==> src/rtl/pipe_pkg.sv <==
// Shared pipeline definitions: ID/EX bundle layout, stall vector encoding,
// and the per-cycle action decode used by the inter-stage registers.
package pipe_pkg;

  localparam int unsigned STALL_W = 6;

  // Stall vector bit values.
  localparam logic Stop   = 1'b1;
  localparam logic NoStop = 1'b0;

  typedef struct packed {
    logic [7:0]  aluop;
    logic [2:0]  alusel;
    logic [31:0] reg1;
    logic [31:0] reg2;
    logic [4:0]  wd;
    logic        wreg;
    logic [31:0] link_addr;
    logic        in_dslot;
    logic [31:0] inst;
    logic [31:0] pc;
    logic [9:0]  rsvd;
  } id_ex_bus_t;

  localparam int unsigned ID_EX_W   = $bits(id_ex_bus_t);
  localparam id_ex_bus_t  ID_EX_NOP = '0;

  typedef enum logic [2:0] {
    ACT_RESET,
    ACT_FLUSH,
    ACT_BUBBLE,
    ACT_HOLD,
    ACT_ADVANCE
  } stage_act_e;

  // Strict priority: reset, flush, then the upstream/downstream stall pair.
  // Upstream running with downstream stopped is illegal but still advances.
  function automatic stage_act_e decode_act(input logic rst, input logic flush,
                                            input logic u, input logic d);
    if (rst)
      return ACT_RESET;
    else if (flush)
      return ACT_FLUSH;
    else if (u == Stop && d == NoStop)
      return ACT_BUBBLE;
    else if (u == Stop && d == Stop)
      return ACT_HOLD;
    else
      return ACT_ADVANCE;
  endfunction

endpackage

==> src/rtl/sat_counter.sv <==
// Saturating event counter with synchronous clear; reset overrides clear,
// clear overrides increment.
module sat_counter #(
  parameter int unsigned CNT_W = 16
) (
  input  logic             clk,
  input  logic             rst,
  input  logic             clr,
  input  logic             inc,
  output logic [CNT_W-1:0] cnt
);

  // Count events, sticking at all-ones instead of wrapping.
  always_ff @(posedge clk) begin
    if (rst || clr)
      cnt <= '0;
    else if (inc && (cnt != '1))
      cnt <= cnt + 1'b1;
  end

endmodule

==> src/rtl/pipe_stage_reg.sv <==
// Parametrised inter-stage pipeline register: payload + valid, stall/flush
// handling, delay-slot feedback and saturating perf event counters.
module pipe_stage_reg
  import pipe_pkg::*;
#(
  parameter int unsigned DATA_W                 = ID_EX_W,
  parameter int unsigned STALL_W                = pipe_pkg::STALL_W,
  parameter int unsigned STAGE_IDX              = 2,
  parameter int unsigned CNT_W                  = 16,
  parameter logic [DATA_W-1:0] NOP_PAYLOAD      = '0
) (
  input  logic               clk,
  input  logic               rst,
  input  logic [STALL_W-1:0] stall,
  input  logic               flush,
  input  logic               cnt_clr,
  input  logic               in_valid,
  input  logic [DATA_W-1:0]  in_payload,
  input  logic               in_next_dslot,
  output logic               out_valid,
  output logic [DATA_W-1:0]  out_payload,
  output logic               dslot_fb,
  output logic [CNT_W-1:0]   stall_cnt,
  output logic [CNT_W-1:0]   bubble_cnt,
  output logic [CNT_W-1:0]   flush_cnt
);

  logic       u;
  logic       d;
  logic       stall_unused;
  stage_act_e act;

  assign u = stall[STAGE_IDX];
  assign d = stall[STAGE_IDX+1];

  // Only two bits of the global vector matter to this stage.
  assign stall_unused = ^stall;

  // Resolve this cycle's action from the priority order.
  always_comb begin
    act = decode_act(rst, flush, u, d);
  end

  // Stage register update for the selected action.
  always_ff @(posedge clk) begin
    unique case (act)
      ACT_RESET, ACT_FLUSH: begin
        out_valid   <= 1'b0;
        out_payload <= NOP_PAYLOAD;
        dslot_fb    <= 1'b0;
      end
      ACT_BUBBLE: begin
        // dslot_fb deliberately kept so a branch stalled in decode still
        // marks its delay slot once it resumes.
        out_valid   <= 1'b0;
        out_payload <= NOP_PAYLOAD;
      end
      ACT_HOLD: begin
        out_valid   <= out_valid;
        out_payload <= out_payload;
        dslot_fb    <= dslot_fb;
      end
      ACT_ADVANCE: begin
        out_valid   <= in_valid;
        out_payload <= in_valid ? in_payload : NOP_PAYLOAD;
        dslot_fb    <= in_next_dslot;
      end
      default: begin
        out_valid   <= 1'b0;
        out_payload <= NOP_PAYLOAD;
        dslot_fb    <= 1'b0;
      end
    endcase
  end

  sat_counter #(.CNT_W(CNT_W)) u_stall_cnt (
    .clk (clk),
    .rst (rst),
    .clr (cnt_clr),
    .inc (act == ACT_HOLD),
    .cnt (stall_cnt)
  );

  sat_counter #(.CNT_W(CNT_W)) u_bubble_cnt (
    .clk (clk),
    .rst (rst),
    .clr (cnt_clr),
    .inc (act == ACT_BUBBLE),
    .cnt (bubble_cnt)
  );

  sat_counter #(.CNT_W(CNT_W)) u_flush_cnt (
    .clk (clk),
    .rst (rst),
    .clr (cnt_clr),
    .inc ((act == ACT_FLUSH) && out_valid),
    .cnt (flush_cnt)
  );

  // Upstream advancing into a stopped downstream stage is a controller bug.
  a_no_advance_into_stall: assert property (@(posedge clk) disable iff (rst) !(!u && d));

endmodule

==> config.mk <==
export PLATFORM = sky130hd
export DESIGN_NAME = pipe_stage_reg
export DESIGN_NICKNAME = d
export VERILOG_FILES = /design/src/rtl/pipe_pkg.sv /design/src/rtl/sat_counter.sv /design/src/rtl/pipe_stage_reg.sv
export SDC_FILE = /design/constraint.sdc
export NUM_CORES = 1
export LEC_CHECK = 0
export ABC_CLOCK_PERIOD_IN_PS = 10310
export BUFFER_PORTS_ARGS = -buffer_cell sky130_fd_sc_hd__buf_4
export CORE_AREA = 3 3 167 169
export CTS_CLUSTER_SIZE = 28
export DETAILED_ROUTE_END_ITERATION = 16
export DIE_AREA = 0 0 170 172
export GPL_TIMING_DRIVEN = 0
export PLACE_DENSITY = 0.6
export SYNTH_ARGS = -nofsm -noshare
export SYNTH_HDL_FRONTEND = slang
export SYNTH_SLANG_ARGS = --single-unit
export TNS_END_PERCENT = 10
==> constraint.sdc <==
create_clock -name clk -period 10.31 [get_ports clk]
set_input_delay 0.5155 -clock clk [delete_from_list [all_inputs] [get_ports clk]]
set_output_delay 0.5155 -clock clk [all_outputs]
set_load 0.005 [all_outputs]
* Word level (Yosys, flattened, before mapping)
Index checks and enable logic that the tools add are counted.
Word-level totals: bits in registers 238, bits of input ports 200, logic and storage cells 33
Cells by class: $add $sub $neg 3, equality and inequality tests 7, multiplexer cells 8, bitwise operators 1, reductions and logical operators 8
Operator list (number):
- case mux 188 bit (2 select lines) | 1
- two-way mux 188 bit | 1
- adder 16 x 1 -> 16 bit (second input constant) | 3
- inequality test 16 bit (second input constant) | 3
- two-way mux 3 bit | 4
- == test 3 x 2 -> 1 bit (second input constant) | 2
- logical AND 1 bit | 6
- case mux 1 bit (2 select lines) | 2
- == test 3 x 1 -> 1 bit (second input constant) | 1
- == test 3 bit (second input constant) | 1
- OR reduction 2 bit | 1
- logical OR 1 bit | 1
- NOT 1 bit | 1

* Longest topological paths before layout
depth in word-level cells 8, gate-level depth with buffers 7, gate-level depth less buffers 6

* By module
A second synthesis with hierarchy kept.
Second synthesis, totals: cell total of the unflattened synthesis 692, area, all modules 9593.0 um2
Modules (own cells, without submodules):
- pipe_stage_reg | times used 1, cells each 407, area each 7051.8 um2, sequential area each 5705.5 um2
- sat_counter | times used 3, cells each 95, area each 847.1 um2, sequential area each 320.3 um2

* Least setup slack after synthesis
No wires, ideal clock.
path type input -> register, from input rst, to register u_stall_cnt.cnt[6], arrival time 5.249 ns, slack 4.934 ns, stages 5, path buffers 0, path through and4bb_2 > inv_1 > nor4_1 > xnor2_1 > nor2_1
On the way: word-level cells in the longest chain between the ends 3, elaborated cells on any way between the ends 4
RTL lines:
- start: declaration | RTL line pipe_stage_reg.sv:13 | input logic rst,
- two-way mux 3 bit | RTL line pipe_pkg.sv:40 | if (rst)
- == test 3 x 2 -> 1 bit | RTL line pipe_stage_reg.sv:80 | .inc (act == ACT_HOLD),
- logical AND 1 bit | RTL line sat_counter.sv:17 | else if (inc && (cnt != '1))
- end signal: assignment | RTL line sat_counter.sv:18 | cnt <= cnt + 1'b1;
- end: declaration | RTL line sat_counter.sv:10 | output logic [CNT_W-1:0] cnt
Parallel ways exist; a longest one is shown, timed or not. A chain may end at the register's enable or synchronous reset.

* Worst setup path after layout
from input stall[2], to register out_payload[184], data pin
On the way: word-level cells in the longest chain between the ends 7, elaborated cells on any way between the ends 9
RTL lines:
- start: declaration | RTL line pipe_stage_reg.sv:14 | input logic [STALL_W-1:0] stall,
- logical AND 1 bit | RTL line pipe_pkg.sv:46 | else if (u == Stop && d == Stop)
- two-way mux 3 bit | RTL line pipe_pkg.sv:46
- two-way mux 3 bit (*) | RTL line pipe_pkg.sv:44 | else if (u == Stop && d == NoStop)
- two-way mux 3 bit (*) | RTL line pipe_pkg.sv:42 | else if (flush)
- two-way mux 3 bit (*) | RTL line pipe_pkg.sv:40
- == test 3 bit / == test 3 x 2 -> 1 bit (equally long branches) | RTL line pipe_stage_reg.sv:46 | unique case (act)
- case mux 188 bit (2 select lines) (*) | RTL line pipe_stage_reg.sv:46
- end signal: assignment | RTL line pipe_stage_reg.sv:60 | out_payload <= out_payload;
- end signal: assignment | RTL line pipe_stage_reg.sv:65 | out_payload <= in_valid ? in_payload : NOP_PAYLOAD;
- end: declaration | RTL line pipe_stage_reg.sv:21 | output logic [DATA_W-1:0] out_payload,
Mark *: on every way between the ends. The rest lies on a longest branch, timed or not.

==> impl_metrics.yaml <==
status:
  status: "finished, final reports clean"
worst_setup_path:
  cp_max_fo: 10
  critical_path.max_stage_delay_ps: 880
  critPathCapture: "out_payload[184]"
  timing.rr.start: "u_flush_cnt.cnt[0]"
  required_ps: 10710
  crit_chain: "buf_4 -> nor3_2 -> clkbuf_1 -> clkbuf_1 -> and3_1"
  crit_path_start: "stall[2]"
  crit_path_start_kind: "input pin"
  arrival_ps: 2930
  worst_r2r_path_depth: 6
  r2r_end: "u_flush_cnt.cnt[7]"
  path_common_cell: "clkbuf_1"
  end_kind: "register"
  r2r_setup_slack_ps: 8080
  cp_slowest_cell: "nor3_2"
  crit_type: "input pin to register"
clock_network:
  clock_latency_ps: 530
  root_buffer: "clkbuf_16"
  cts_buffers: 28
  postCtsSetupBuffers: 0
  ctsHoldBuffers: 0
  htree_levels: 1
  cts_tree: "yes"
  clockBufferDepth: 3
  cts.repair.resized: 0
  clk_pin_slew_ps: 60
  numClockSinks: 238
placement:
  dp_hpwl_mm: 25.04
  place_worst_setup_slack_ps: 7086
  gp_congestion: 0.8267
  io_buffers: 432
floorplanning:
  rows: 60
  chipHeight_um: 172
  die_x_um: 170
  coreArea_mm2: 0.02673
  die-area_mm2: 0.02924
  start_util: 0.3555
  ioPinCount: 438
global_route:
  grt_usage: 0.2088
  grt_pass1_vias: 7313
  grt_pass1_wl_mm: 46.35
  grt_max_degree: 101
  grt-ovfl-total: 0
  antenna_found_initial: 2
drt:
  wire_per_inst_um: 21.67
  drt_iter0_drc: 486
  dr.pass1.iters: 5
  viasPerCell: 5.005
  route.detailed.drc: 0
  finalWirelength_mm: 33.09
  num_vias: 7643
  route.antenna.remaining_nets: 0
timing:
  grt_setup_unrepaired: "false"
  final.setup.worst_slack_ps: 7783
  finalSetupViolations: 0
  clock_skew_ps: 6.972
  relSlewSlack: 0.2675
  clock.fmax_mhz: 395.7
  min_period_ps: 2527
  timing.final.max_slew_violations: 0
  tightest_slew_ps: 1093
  finalHoldViolCount: 0
  tns_ps: 0
  period_share: 0.2451
synth:
  avgSynthCellArea_um2: 13.61
  synthCells: 698
  synth_largest_area_cell: "edfxtp_1"
  synth_top_area_frac: 0.6006
  synth_edf_count: 190
  synth.distinct_cells: 42
  synth_ff_type: "edfxtp_1"
  synth_nets: 901
  ys_top_cells_by_area: "edfxtp_1 (60%), and3_1 (13%), dfxtp_1 (10%)"
  ys_seq_area_frac: 0.7017
  yosys_warnings: 0
  async_flop_share: 0
  ys_ff_latch: 238
  syn_area_mm2: 0.009500
cells_and_area:
  regArea_mm2: 0.006666
  fillers: 2390
  final_common_cell: "buf_4"
  drive_above_1_share: 0.4193
  most-common-layout-cells: "buf_4 (432), and3_1 (192), edfxtp_1 (190)"
  area_delta_synth_final_pct: 48.43
  multiInputGateArea_mm2: 0.002624
  final_nets: 1364
power_and_ir_drop:
  leakagePower_nw: 6.861
  p_per_area_mw_per_mm2: 155.3
  vdd_drop_max_mv: 0.1143
flow_run:
  maxCapViolCount: 0
worst_hold_path:
  min_path_type: "input pin to register"
==> state kept, by name, indices dropped and copies added, names as in the netlist <==
| register | count |
|---|---|
| dslot_fb | 1 |
| out_payload | 188 |
| u_flush_cnt.cnt | 16 |
| out_valid | 1 |
| u_stall_cnt.cnt | 16 |
| u_bubble_cnt.cnt | 16 |
==> worst max-delay path, delay by kind of cell <==
family                 cells  cell delay (ps)
and+or+nand+nor            2             1170
buffers and inverters      3             1230
==> logic make-up after synthesis <==
logic type,count (synthesis),share of synthesized area
and+or+nand+nor,344,0.2218
DFF,238,0.7017
xor gates and xnor gates,32,0.02950
adders and majority gates,3,0.003951
buffers and inverters,52,0.02213
AOI/OAI and AO/OA,29,0.02094
==> Yosys cell counts, types with 6 or more instances <==
cell type / n
nor3_1: 16
nor4_1: 6
clkbuf_1: 49
edfxtp_1: 190
nand2_1: 19
xnor2_1: 29
nand4_1: 11
and3_1: 192
a21oi_1: 8
nor2_1: 48
dfxtp_1: 48
nand3_1: 19
==> worst min path at each step <==
| stage | slack [ps] | cells past startpoint | to | from |
|---|---|---|---|---|
| floorplan | 490 | 1 | u_stall_cnt.cnt[12] | u_stall_cnt.cnt[12] |
| global placement | 510 | 1 | u_stall_cnt.cnt[12] | u_stall_cnt.cnt[12] |
| detailed placement | 520 | 1 | u_stall_cnt.cnt[12] | u_stall_cnt.cnt[12] |
| CTS | 230 | 2 | dslot_fb | in_next_dslot |
| global route | 250 | 2 | dslot_fb | in_next_dslot |
| finish | 270 | 2 | dslot_fb | in_next_dslot |
==> power breakdown <==
| part | internal, mW | leakage (nW) | total (mW) | switching (mW) |
|---|---|---|---|---|
| combinational | 0.0935 | 3.78 | 0.164 | 0.0704 |
| clock | 0.551 | 0.431 | 0.953 | 0.402 |
| sequential | 1.06 | 2.65 | 1.07 | 0.00967 |
==> per-layer routing <==
layer | share of wire | wire, um | vias to the layer above | track usage
met5 | 0 | 0 | - | 0
met4 | 0.031 | 1030 | 0 | 0.06914
met3 | 0.093 | 3074 | 57 | 0.06470
met2 | 0.49 | 16140 | 319 | 0.3488
met1 | 0.39 | 12850 | 3689 | 0.2599
li1 | - | - | 3578 | -
==> stage by stage <==
stage | power [mW] | cells | hold slack, ps | instance area, um^2 | utilization
3_3_place_gp | 1.259 | 1471 | 514.4 | 13170 | 0.4928
6_report | 2.189 | 1527 | 267.7 | 14100 | 0.5276
4_1_cts | 2.214 | 1524 | 232.2 | 14090 | 0.5273
3_5_place_dp | 1.258 | 1472 | 519.1 | 13210 | 0.4941
5_1_grt | 2.268 | 1526 | 252.1 | 14100 | 0.5275
2_1_floorplan | 1.130 | 698 | 494.8 | 9500 | -
==> final cells by class <==
cell class	instances	area share
clock inverter	20	0.01224
clock buffer	32	0.05075
buffer	51	0.01464
tap	341	0.03026
multi-input combinational	408	0.1861
antenna	3	0.0005324
timing repair buffer	433	0.2319
sequential	238	0.4728
inverter	1	0.0007986
Note: power is estimated with default switching activity, not from simulation.
